## config.mk

```make
export PLATFORM = sky130hd
export DESIGN_NAME = kugelblitz_ethertype_filter
export DESIGN_NICKNAME = d
export VERILOG_FILES = /design/src/rtl/kugelblitz_pkg.sv /design/src/rtl/kugelblitz_rule_match.sv /design/src/rtl/kugelblitz_ethertype_filter.sv
export SDC_FILE = /design/constraint.sdc
export NUM_CORES = 1
export LEC_CHECK = 0
export BUFFER_PORTS_ARGS = -buffer_cell sky130_fd_sc_hd__clkbuf_2
export CAP_MARGIN = 20
export CORE_AREA = 2 2 479 481
export DETAILED_ROUTE_END_ITERATION = 10
export DIE_AREA = 0 0 481 483
export PLACE_DENSITY = 0.35
export SYNTH_ARGS = -nofsm -noshare
export SYNTH_HDL_FRONTEND = slang
export SYNTH_SLANG_ARGS = --single-unit
export TNS_END_PERCENT = 30
```

## constraint.sdc

```tcl
create_clock -name kg_clk -period 3.35 [get_ports kg_clk]
set_input_delay 0.5025 -clock kg_clk [delete_from_list [all_inputs] [get_ports kg_clk]]
set_output_delay 0.5025 -clock kg_clk [all_outputs]
set_load 0.01 [all_outputs]
```

## src/rtl/kugelblitz_pkg.sv

```systemverilog
// Shared definitions for the kugelblitz EtherType filter: register map, rule
// field layout, FSM encoding and first-beat EtherType extraction.
package kugelblitz_pkg;

    localparam int unsigned KG_REG_CTRL      = 32'h00;
    localparam int unsigned KG_REG_PASS_CNT  = 32'h04;
    localparam int unsigned KG_REG_DROP_CNT  = 32'h08;
    localparam int unsigned KG_REG_RULE_BASE = 32'h10;
    localparam int unsigned KG_RULE_STRIDE   = 4;

    localparam int unsigned KG_CTRL_W            = 2;
    localparam int unsigned KG_CTRL_FILTER_EN    = 0;
    localparam int unsigned KG_CTRL_DEFAULT_DROP = 1;

    localparam int unsigned KG_ETYPE_W        = 16;
    localparam int unsigned KG_RULE_ETYPE_LSB = 0;
    localparam int unsigned KG_RULE_EN_BIT    = 16;
    localparam int unsigned KG_RULE_DROP_BIT  = 17;
    localparam int unsigned KG_RULE_W         = 18;
    localparam int unsigned KG_IDX_W          = 4;

    localparam logic [1:0] KG_ST_FIRST = 2'd0;
    localparam logic [1:0] KG_ST_PASS  = 2'd1;
    localparam logic [1:0] KG_ST_DROP  = 2'd2;

    // Bytes 12..13 of the Ethernet header, network byte order.
    function automatic logic [KG_ETYPE_W-1:0] kg_extract_etype(input logic [127:0] beat);
        return {beat[103:96], beat[111:104]};
    endfunction

endpackage

```

## src/rtl/kugelblitz_rule_match.sv

```systemverilog
// Combinational EtherType classifier: lowest-index enabled matching rule wins,
// otherwise default_drop decides; everything passes while the filter is off.
module kugelblitz_rule_match
    import kugelblitz_pkg::*;
#(
    parameter int unsigned RULE_COUNT = 8
) (
    input  logic [KG_ETYPE_W-1:0]           etype,
    input  logic [RULE_COUNT*KG_RULE_W-1:0] rules,
    input  logic [KG_CTRL_W-1:0]            ctrl,
    output logic                            drop_decision_c,
    output logic                            matched_c,
    output logic [KG_IDX_W-1:0]             matched_index_c
);

    logic [RULE_COUNT-1:0] hit_vec;
    logic [RULE_COUNT-1:0] drop_vec;
    logic [RULE_COUNT-1:0] hit_low;

    for (genvar g = 0; g < RULE_COUNT; g++) begin : g_rule
        localparam int unsigned BASE = g * KG_RULE_W;
        assign hit_vec[g]  = rules[BASE + KG_RULE_EN_BIT] &&
                             (rules[BASE + KG_RULE_ETYPE_LSB +: KG_ETYPE_W] == etype);
        assign drop_vec[g] = rules[BASE + KG_RULE_DROP_BIT];
    end

    // Isolate the lowest set hit bit to get rule priority.
    assign hit_low = hit_vec & (~hit_vec + RULE_COUNT'(1));

    always_comb begin
        matched_c       = |hit_vec;
        matched_index_c = '0;
        for (int i = 0; i < RULE_COUNT; i++) begin
            if (hit_low[i]) begin
                matched_index_c = KG_IDX_W'(i);
            end
        end
        if (!ctrl[KG_CTRL_FILTER_EN]) begin
            drop_decision_c = 1'b0;
        end else if (matched_c) begin
            drop_decision_c = |(hit_low & drop_vec);
        end else begin
            drop_decision_c = ctrl[KG_CTRL_DEFAULT_DROP];
        end
    end

endmodule

```

## src/rtl/kugelblitz_ethertype_filter.sv

```systemverilog
// Per-port AXI-Stream frame filter: classifies each frame on its first beat by
// EtherType, forwards or drops the whole frame, and keeps pass/drop counters.
module kugelblitz_ethertype_filter
    import kugelblitz_pkg::*;
#(
    parameter int unsigned AXIS_DATA_WIDTH = 512,
    parameter int unsigned AXIS_KEEP_WIDTH = AXIS_DATA_WIDTH / 8,
    parameter int unsigned USER_WIDTH      = 1,
    parameter int unsigned RULE_COUNT      = 8,
    parameter int unsigned CNT_WIDTH       = 32,
    parameter int unsigned CFG_ADDR_WIDTH  = 8
) (
    input  logic                       kg_clk,
    input  logic                       kg_rst_n,
    input  logic                       kg_cfg_wr_en,
    input  logic                       kg_cfg_rd_en,
    input  logic [CFG_ADDR_WIDTH-1:0]  kg_cfg_addr,
    input  logic [31:0]                kg_cfg_wdata,
    output logic [31:0]                kg_cfg_rdata,
    input  logic [AXIS_DATA_WIDTH-1:0] kg_s_axis_tdata,
    input  logic [AXIS_KEEP_WIDTH-1:0] kg_s_axis_tkeep,
    input  logic                       kg_s_axis_tvalid,
    input  logic                       kg_s_axis_tlast,
    input  logic [USER_WIDTH-1:0]      kg_s_axis_tuser,
    output logic                       kg_s_axis_tready,
    output logic [AXIS_DATA_WIDTH-1:0] kg_m_axis_tdata,
    output logic [AXIS_KEEP_WIDTH-1:0] kg_m_axis_tkeep,
    output logic                       kg_m_axis_tvalid,
    output logic                       kg_m_axis_tlast,
    output logic [USER_WIDTH-1:0]      kg_m_axis_tuser,
    input  logic                       kg_m_axis_tready
);

    localparam int unsigned RULES_W = RULE_COUNT * KG_RULE_W;

    logic [1:0]                 state_q, state_d;
    logic [KG_CTRL_W-1:0]       ctrl_q, ctrl_d;
    logic [RULES_W-1:0]         rules_q, rules_d;
    logic [CNT_WIDTH-1:0]       pass_cnt_q, pass_cnt_d;
    logic [CNT_WIDTH-1:0]       drop_cnt_q, drop_cnt_d;
    logic [31:0]                rdata_q, rdata_d;
    logic                       m_tvalid_q, m_tvalid_d;
    logic [AXIS_DATA_WIDTH-1:0] m_tdata_q, m_tdata_d;
    logic [AXIS_KEEP_WIDTH-1:0] m_tkeep_q, m_tkeep_d;
    logic                       m_tlast_q, m_tlast_d;
    logic [USER_WIDTH-1:0]      m_tuser_q, m_tuser_d;

    logic [KG_ETYPE_W-1:0]      etype_c;
    logic                       drop_decision_c;
    logic                       matched_c;
    logic [KG_IDX_W-1:0]        matched_index_c;
    logic                       in_hs_c;
    logic                       frame_drop_c;
    logic                       fwd_beat_c;
    logic [RULE_COUNT-1:0]      rule_sel_c;
    logic                       unused_dbg;

    assign etype_c = kg_extract_etype(kg_s_axis_tdata[127:0]);

    kugelblitz_rule_match #(
        .RULE_COUNT (RULE_COUNT)
    ) u_rule_match (
        .etype           (etype_c),
        .rules           (rules_q),
        .ctrl            (ctrl_q),
        .drop_decision_c (drop_decision_c),
        .matched_c       (matched_c),
        .matched_index_c (matched_index_c)
    );

    // Drop-state beats never touch the output register, so they drain freely;
    // a first beat waits for a free output slot so its decision is never lost.
    assign kg_s_axis_tready = (state_q == KG_ST_DROP) || !m_tvalid_q || kg_m_axis_tready;
    assign in_hs_c          = kg_s_axis_tvalid && kg_s_axis_tready;
    assign frame_drop_c     = (state_q == KG_ST_DROP) ||
                              ((state_q == KG_ST_FIRST) && drop_decision_c);
    assign fwd_beat_c       = in_hs_c && !frame_drop_c;

    for (genvar g = 0; g < RULE_COUNT; g++) begin : g_rule_reg
        localparam logic [CFG_ADDR_WIDTH-1:0] RULE_ADDR =
            CFG_ADDR_WIDTH'(KG_REG_RULE_BASE + KG_RULE_STRIDE * g);
        assign rule_sel_c[g] = (kg_cfg_addr == RULE_ADDR);
        assign rules_d[g*KG_RULE_W +: KG_RULE_W] = (kg_cfg_wr_en && rule_sel_c[g]) ?
            kg_cfg_wdata[KG_RULE_W-1:0] : rules_q[g*KG_RULE_W +: KG_RULE_W];
    end

    always_comb begin
        state_d = state_q;
        case (state_q)
            KG_ST_FIRST: begin
                if (in_hs_c && !kg_s_axis_tlast) begin
                    state_d = drop_decision_c ? KG_ST_DROP : KG_ST_PASS;
                end
            end
            KG_ST_PASS, KG_ST_DROP: begin
                if (in_hs_c && kg_s_axis_tlast) begin
                    state_d = KG_ST_FIRST;
                end
            end
            default: state_d = KG_ST_FIRST;
        endcase
    end

    // Single registered output slot; holds its contents while stalled.
    always_comb begin
        m_tvalid_d = m_tvalid_q;
        m_tdata_d  = m_tdata_q;
        m_tkeep_d  = m_tkeep_q;
        m_tlast_d  = m_tlast_q;
        m_tuser_d  = m_tuser_q;
        if (fwd_beat_c) begin
            m_tvalid_d = 1'b1;
            m_tdata_d  = kg_s_axis_tdata;
            m_tkeep_d  = kg_s_axis_tkeep;
            m_tlast_d  = kg_s_axis_tlast;
            m_tuser_d  = kg_s_axis_tuser;
        end else if (kg_m_axis_tready) begin
            m_tvalid_d = 1'b0;
        end
    end

    // Counter clears are applied after increments so a same-cycle clear wins.
    always_comb begin
        ctrl_d     = ctrl_q;
        pass_cnt_d = pass_cnt_q;
        drop_cnt_d = drop_cnt_q;
        if (in_hs_c && kg_s_axis_tlast) begin
            if (frame_drop_c) begin
                drop_cnt_d = drop_cnt_q + CNT_WIDTH'(1);
            end else begin
                pass_cnt_d = pass_cnt_q + CNT_WIDTH'(1);
            end
        end
        if (kg_cfg_wr_en) begin
            if (kg_cfg_addr == CFG_ADDR_WIDTH'(KG_REG_CTRL)) begin
                ctrl_d = kg_cfg_wdata[KG_CTRL_W-1:0];
            end
            if (kg_cfg_addr == CFG_ADDR_WIDTH'(KG_REG_PASS_CNT)) begin
                pass_cnt_d = '0;
            end
            if (kg_cfg_addr == CFG_ADDR_WIDTH'(KG_REG_DROP_CNT)) begin
                drop_cnt_d = '0;
            end
        end
    end

    always_comb begin
        rdata_d = rdata_q;
        if (kg_cfg_rd_en) begin
            rdata_d = '0;
            if (kg_cfg_addr == CFG_ADDR_WIDTH'(KG_REG_CTRL)) begin
                rdata_d = 32'(ctrl_q);
            end
            if (kg_cfg_addr == CFG_ADDR_WIDTH'(KG_REG_PASS_CNT)) begin
                rdata_d = 32'(pass_cnt_q);
            end
            if (kg_cfg_addr == CFG_ADDR_WIDTH'(KG_REG_DROP_CNT)) begin
                rdata_d = 32'(drop_cnt_q);
            end
            for (int i = 0; i < RULE_COUNT; i++) begin
                if (rule_sel_c[i]) begin
                    rdata_d = 32'(rules_q[i*KG_RULE_W +: KG_RULE_W]);
                end
            end
        end
    end

    always_ff @(posedge kg_clk or negedge kg_rst_n) begin
        if (!kg_rst_n) begin
            state_q    <= KG_ST_FIRST;
            ctrl_q     <= '0;
            rules_q    <= '0;
            pass_cnt_q <= '0;
            drop_cnt_q <= '0;
            rdata_q    <= '0;
            m_tvalid_q <= 1'b0;
            m_tdata_q  <= '0;
            m_tkeep_q  <= '0;
            m_tlast_q  <= 1'b0;
            m_tuser_q  <= '0;
        end else begin
            state_q    <= state_d;
            ctrl_q     <= ctrl_d;
            rules_q    <= rules_d;
            pass_cnt_q <= pass_cnt_d;
            drop_cnt_q <= drop_cnt_d;
            rdata_q    <= rdata_d;
            m_tvalid_q <= m_tvalid_d;
            m_tdata_q  <= m_tdata_d;
            m_tkeep_q  <= m_tkeep_d;
            m_tlast_q  <= m_tlast_d;
            m_tuser_q  <= m_tuser_d;
        end
    end

    assign kg_cfg_rdata     = rdata_q;
    assign kg_m_axis_tvalid = m_tvalid_q;
    assign kg_m_axis_tdata  = m_tdata_q;
    assign kg_m_axis_tkeep  = m_tkeep_q;
    assign kg_m_axis_tlast  = m_tlast_q;
    assign kg_m_axis_tuser  = m_tuser_q;

    // Debug match info and upper write-data bits have no consumer here.
    assign unused_dbg = ^{matched_c, matched_index_c, kg_cfg_wdata[31:KG_RULE_W]};

endmodule

```

======== Yosys cells after proc, flatten, opt, wreduce, memory -nomap -nowiden ========
Cells that the tools add are included.
storage, ports and cells
  flip-flop bits (word level) ............. 823
  input port bits ......................... 624
  output and inout bits ................... 612
  logic and storage cells ................. 108
operators by class
  add/sub/neg operators ................... 3
  equal/unequal tests ..................... 22
  mux-type cells .......................... 27
  bitwise gates (word level) .............. 3
  reduce and logical (&&, ||, !) cells .... 35
operators with widths
  operator                 count
  $mux W32                 18
  $eq A16 B16 Y1           8
  $add A32 B1 Y32 const B  2
  $eq A8 B5 Y1 const B     4
  $eq A8 B6 Y1 const B     4
  $logic_and A1 B1 Y1      21
  $and A8 B8 Y8            2
  $reduce_or A8 Y1         2
  $add A8 B1 Y8 const B    1
  $eq A8 B3 Y1 const B     1
  $eq A8 B4 Y1 const B     1
  $logic_not A8 Y1         1
  $mux W2                  4
  $not A8 Y8               1
  $mux W1                  4
  $pmux W2 S2              1
  $reduce_and A2 Y1        2
  $logic_not A1 Y1         3
  $logic_or A1 B1 Y1       3
  $eq A2 B1 Y1 const B     1
  $eq A2 B2 Y1 const B     1
  $logic_not A2 Y1         1
  $ne A2 B1 Y1 const B     1
  $ne A2 B2 Y1 const B     1
  other kinds (2)          2

======== Longest topological paths before layout ========
  depth in word-level cells ............... 15
  mapped depth ............................ 14
  gate-level depth less buffers ........... 10

======== Hierarchy ========
A second synthesis with hierarchy kept.
second synthesis, totals
  cells, all modules ...................... 3762
  area, all modules ....................... 35248.8 µm²
by module, submodules not included
  module                       times used  cells an instance  area an instance (µm²)  sequential area each (µm²)
  kugelblitz_ethertype_filter  1           3531               33449.6                 20594.8
  kugelblitz_rule_match        1           231                1799.2                  0.0

======== Worst setup path before layout ========
OpenSTA, ideal clock, no wires.
  path type ............................... input-to-reg
  start ................................... in kg_s_axis_tdata[110]
  end ..................................... reg m_tdata_q[311], in the netlist kg_m_axis_tdata[311]
  arrival ................................. 3645 ps
  data required time ...................... 3225 ps
  slack ................................... -419 ps
  cell stages on the path ................. 14
  buffers on the path ..................... 4
  cells stage by stage .................... buf_2 -> xnor2_1 -> nand4_1 -> or4_1 -> nor4b_2 -> or3_1 -> a311o_1 -> o2111ai_2 -> a21oi_2 -> and2b_1 -> buf_4 -> buf_6 -> buf_4 -> mux2_2
on the way
  word-level cells in the longest chain between the ends .. 13
  elaborated cells on any way between the ends .. 28
RTL lines
  element                  line                                text
  start: declaration       kugelblitz_ethertype_filter.sv:20   input logic [AXIS_DATA_WIDTH-1:0] kg_s_axis_tdata,
  $eq A16 B16 Y1           kugelblitz_rule_match.sv:23         (rules[BASE + KG_RULE_ETYPE_LSB +: KG_ETYPE_W] == etype);
  $logic_and A1 B1 Y1      kugelblitz_rule_match.sv:22         assign hit_vec[g] = rules[BASE + KG_RULE_EN_BIT] &&
  $not A8 Y8               kugelblitz_rule_match.sv:28         assign hit_low = hit_vec & (~hit_vec + RULE_COUNT'(1));
  $add A8 B1 Y8            kugelblitz_rule_match.sv:28
  $and A8 B8 Y8            kugelblitz_rule_match.sv:28
  $and A8 B8 Y8            kugelblitz_rule_match.sv:41         drop_decision_c = |(hit_low & drop_vec);
  $reduce_or A8 Y1         kugelblitz_rule_match.sv:41
  $mux W1 (*)              kugelblitz_rule_match.sv:40         end else if (matched_c) begin
  $mux W1 (*)              kugelblitz_rule_match.sv:38         if (!ctrl[KG_CTRL_FILTER_EN]) begin
  $logic_and A1 B1 Y1 (*)  kugelblitz_ethertype_filter.sv:76   ((state_q == KG_ST_FIRST) && drop_decision_c);
  $logic_or A1 B1 Y1 (*)   kugelblitz_ethertype_filter.sv:75   assign frame_drop_c = (state_q == KG_ST_DROP) ||
  $logic_not A1 Y1 (*)     kugelblitz_ethertype_filter.sv:77   assign fwd_beat_c = in_hs_c && !frame_drop_c;
  $logic_and A1 B1 Y1 (*)  kugelblitz_ethertype_filter.sv:77
  end signal: assignment   kugelblitz_ethertype_filter.sv:189  m_tdata_q <= m_tdata_d;
  end: declaration         kugelblitz_ethertype_filter.sv:43   logic [AXIS_DATA_WIDTH-1:0] m_tdata_q, m_tdata_d;
Every way passes the cells marked *; elsewhere a longest branch is shown, timed or not.
A chain may end at the register's enable or synchronous reset.

======== Final worst setup path ========
  start ................................... reg rules_q[138]
  end ..................................... reg drop_cnt_q[11]
on the way
  word-level cells in the longest chain between the ends .. 15
  elaborated cells on any way between the ends .. 16
RTL lines
  element                   line                                text
  start: declaration        kugelblitz_ethertype_filter.sv:38   logic [RULES_W-1:0] rules_q, rules_d;
  start signal: assignment  kugelblitz_ethertype_filter.sv:184  rules_q <= rules_d;
  $eq A16 B16 Y1 (*)        kugelblitz_rule_match.sv:23
  $logic_and A1 B1 Y1 (*)   kugelblitz_rule_match.sv:22
  $not A8 Y8                kugelblitz_rule_match.sv:28
  $add A8 B1 Y8             kugelblitz_rule_match.sv:28
  $and A8 B8 Y8             kugelblitz_rule_match.sv:28
  $and A8 B8 Y8             kugelblitz_rule_match.sv:41
  $reduce_or A8 Y1          kugelblitz_rule_match.sv:41
  $mux W1 (*)               kugelblitz_rule_match.sv:40
  $mux W1 (*)               kugelblitz_rule_match.sv:38
  $logic_and A1 B1 Y1 (*)   kugelblitz_ethertype_filter.sv:76
  $logic_or A1 B1 Y1 (*)    kugelblitz_ethertype_filter.sv:75
  $mux W32 (*)              kugelblitz_ethertype_filter.sv:128  if (frame_drop_c) begin
  $mux W32 (*)              kugelblitz_ethertype_filter.sv:127  if (in_hs_c && kg_s_axis_tlast) begin
  $mux W32                  kugelblitz_ethertype_filter.sv:141  if (kg_cfg_addr == CFG_ADDR_WIDTH'(KG_REG_DROP_CNT)) begin
  $mux W32 (*)              kugelblitz_ethertype_filter.sv:134  if (kg_cfg_wr_en) begin
  net drop_cnt_d[11]        kugelblitz_ethertype_filter.sv:40   logic [CNT_WIDTH-1:0] drop_cnt_q, drop_cnt_d;
  end signal: assignment    kugelblitz_ethertype_filter.sv:186  drop_cnt_q <= drop_cnt_d;
  end: declaration          kugelblitz_ethertype_filter.sv:40
The timed path passes the listed nets; every way through them passes the cells marked *.

==> key figures <==
Place
  – Cells after DPL: roughly 7000
  – RePlAce Congestion: about 0.95
  – Post-DP HPWL: around 200000 µm
  – # port buffers: approximately 1200

Timing
  – Fmax: ~270 MHz
  – Final slew viol count: 0
  – Final hold slack: 0.0482 ns
  – RSZ-0062 raised after global routing: yes
  – Min cycle time layout: approximately 3.7 ns
  – Fin worst setup slack: -0.380 ns
  – Slew HR: 34.5%
  – Final critical-path share of the clock period: 111%
  – Worst slew pin tran: between 0.9 and 1 ns
  – Number of hold violations in the final report: 0
  – Setup TNS Final: -158.48 ns
  – Final setup violating endpoints: around 620
  – Skew final: 0.0713 ns

Power and ir drop
  – Worst VDD drop: 0.448 mV
  – PwrDens: approximately 540 nW/µm²
  – Pleak: about 29 nW
  – Power, Total: between 30 and 40 mW

Synthesis
  – Syn_nets: 3151
  – Async S/R FF share, synth: 100%
  – Mapped Area: ~35000 µm²
  – Post-synth top area cell: dfrtp_1
  – Simple-Gate Fraction of Synth Area: about 5.6%
  – Ys Warns: 0
  – Synthesized area per cell: about 14 µm²
  – Adder-cell share of the synthesized area: less than 1%
  – Register area share after synthesis: 58.3%
  – Post-synthesis compound-gate area fraction: between 4 and 5%
  – Multiplexer share of the synthesized area: between 20% and 30%
  – Distinct cell type count after synthesis: 70
  – Top post-synthesis cells by area: dfrtp_1, mux2_2, xor2_1, mux2_1, mux2i_1
  – Post-Syn Instances: 2523
  – Top_reg_cell synth: dfrtp_1
  – Largest family of logic cells by synthesized area: multiplexers
  – Flops & latches, synth: ~800
  – EDFF count, synth: 0
  – Synth Area in XOR/XNOR: around 3.4%
  – Synth top area share: 58.3%

Finish
  – Number of nets in the layout: between 5000 and 6000
  – Ratio of cells with drive above 1 in the final layout: between 50% and 60%
  – Area Overhead vs Synth: 69.3%
  – Fin util: 26.4%
  – Final Non-Filler Cells: 7757
  – Most common cell after layout, fill and taps aside: clkbuf_2
  – Commonest non-fill, non-tap cells in the layout: clkbuf_2, dfrtp_1, dlygate4sd3_1, mux2_4, mux2_2

Floorplan
  – Die ar.: between 200000 and 250000 µm²
  – IO Count: ~1200
  – Die height: between 400 and 500 µm
  – Row count: about 180
  – Die W: between 400 and 500 µm
  – Initial Util: roughly 16%
  – Core area: about 230000 µm²

Routing
  – Via count: 30750
  – 1st-iter DRT viols: 1521
  – Via density: 3.96
  – DRT antenna net count: 0
  – Routed WL: around 240000 µm
  – DR DRC count: 0
  – DRT Pass-1 Iters: 5
  – Avg WL per Cell: approximately 31 µm

Clocking
  – Htree depth: 3
  – Clock root buffer: clkbuf_16
  – Maximum clock insertion buffer count: 3
  – Clk slew on worst S/H paths: ~0.06 ns
  – TritonCTS buffer count: 110
  – CTS tree: done
  – Worst-Skew Late Latency: 0.78 ns
  – CTS sink count: about 820

GRT
  – Largest net degree at the start of global routing: 110
  – First-pass GRT wire length: 310000 µm
  – Total gr overflow: 0
  – Initial antenna violation count: approximately 130
  – GRT Resource Usage Total: 19.9%
  – Number of global-route vias before repair: roughly 32000

Critical path
  – CP max-delay cell: or4_4
  – CP endpoint kind: flop
  – Setup CP Type: reg2reg
  – CP cell instances: xor2_2, or4_4, nor3b_2, nand4_1, or4b_1, a2111o_1, o2111a_2, a2bb2oi_4, or4_1, a21oi_1
  – CP Launch Type: flop
  – Worst path max stage delay: roughly 0.55 ns
  – Crit path arrival time: around 4.4 ns
  – CP required: about 4 ns
  – CP Max Fanout: 8

Hold path
  – Hold/Removal Path Class: in2reg

Job
  – Max-cap violations: 0

Run status
  – Failing checks: negative setup slack
  – Status: complete, but fails checks
-- final cells by class --
class | count | area, µm²
Tap cell | 3009 | 3760
Antenna cell | 28 | 70.1
Clock inverter | 42 | 602
Clock buffer | 162 | 3190
Fill cell | 24076 | 167000
Inverter | 29 | 109
Sequential cell | 823 | 20600
Timing Repair Buffer | 2124 | 15800
Multi-Input combinational cell | 1540 | 15700
-- path summary, 6_finish.rpt --
| kind | slack [ns] | end | start | depth (start not counted) |
|---|---|---|---|---|
| worst max-delay path | -0.38 | drop_cnt_q[11]$_DFF_PN0_ | rules_q[138]$_DFFE_PN0P_ | 10 |
| worst min-delay path | 0.05 | kg_m_axis_tdata[439]$_DFFE_PN0P_ | kg_s_axis_tdata[439] | 2 |
| worst max register to register | -0.38 | drop_cnt_q[11]$_DFF_PN0_ | rules_q[138]$_DFFE_PN0P_ | 10 |
| worst min register to register | 0.48 | kg_m_axis_tlast$_DFFE_PN0P_ | kg_m_axis_tlast$_DFFE_PN0P_ | 1 |
| max in group asynchronous | 1.80 | kg_m_axis_tdata[45]$_DFFE_PN0P_ | kg_rst_n | 3 |
| min in group asynchronous | 0.38 | kg_m_axis_tdata[260]$_DFFE_PN0P_ | kg_rst_n | 2 |
-- through the flow --
step | worst slack, ns | cell area [µm²]
finish | -0.380 | 59800
global route | -0.507 | 59800
CTS | -0.397 | 57800
detailed placement | -0.943 | 48200
global placement | -0.941 | 48200
floorplan | -0.245 | 36300
-- routing by layer --
layer / global-route usage [%] / vias up / wire length, µm
li1: - / 13529 / -
met1: 21.7 / 15575 / 90600
met2: 35.1 / 1211 / 122000
met3: 6.47 / 409 / 19100
met4: 8.62 / 26 / 11700
met5: 0 / - / 162
-- cell usage after synthesis, types with 19 or more instances --
| cell | count |
|---|---|
| a221oi_1 | 20 |
| mux2_2 | 679 |
| nor3_1 | 20 |
| and3_1 | 19 |
| nor4_1 | 41 |
| or3_1 | 21 |
| mux2_1 | 62 |
| clkbuf_1 | 48 |
| a21oi_1 | 59 |
| xnor2_1 | 31 |
| nand3_1 | 38 |
| nand2_1 | 85 |
| nand4_1 | 21 |
| inv_1 | 29 |
| buf_4 | 33 |
| xor2_1 | 108 |
| dfrtp_1 | 823 |
| buf_6 | 32 |
| mux2i_1 | 44 |
| o21ai_0 | 40 |
| nor2_1 | 49 |
-- report_power, final --
group,total (mW),leakage (nW),switching (mW),internal [mW]
combinational,7.58,16.9,4.06,3.52
sequential,12.1,10.1,0.930,11.1
clock,12.5,1.87,5.15,7.38
total,32.2,28.8,10.1,22.1
-- registers in the layout (all words and copies together) (netlist names), 2 cells and up --
register         flops
ctrl_q               2
drop_cnt_q          32
kg_cfg_rdata        32
kg_m_axis_tdata    512
kg_m_axis_tkeep     64
pass_cnt_q          32
rules_q            144
state_q              2
-- cell families after synthesis --
group | Yosys count
flops | 823
mux | 785
simple gates | 363
compound gates | 246
buf+inv | 163
xor+xnor | 139
fa+ha+maj | 4
-- critical path, delay by kind of cell (launching register included) --
kind	cells	cell delay, ns
AND/OR/NAND/NOR	5	2.00
AO/OA/AOI/OAI	4	1.04
flip-flops	1	0.41
XOR/XNOR	1	0.20
-- timing repair --
item / in CTS / in global routing
setup endpoints to repair: 633 / 636
cloned: 11 / 35
pin swaps: 3 / 39
resized for setup: 80 / 287
setup buffers: 19 / 12
hold buffers: 495 / 0
hold endpoints to repair: 527 / 0
Note: power is estimated with default switching activity, not from simulation.
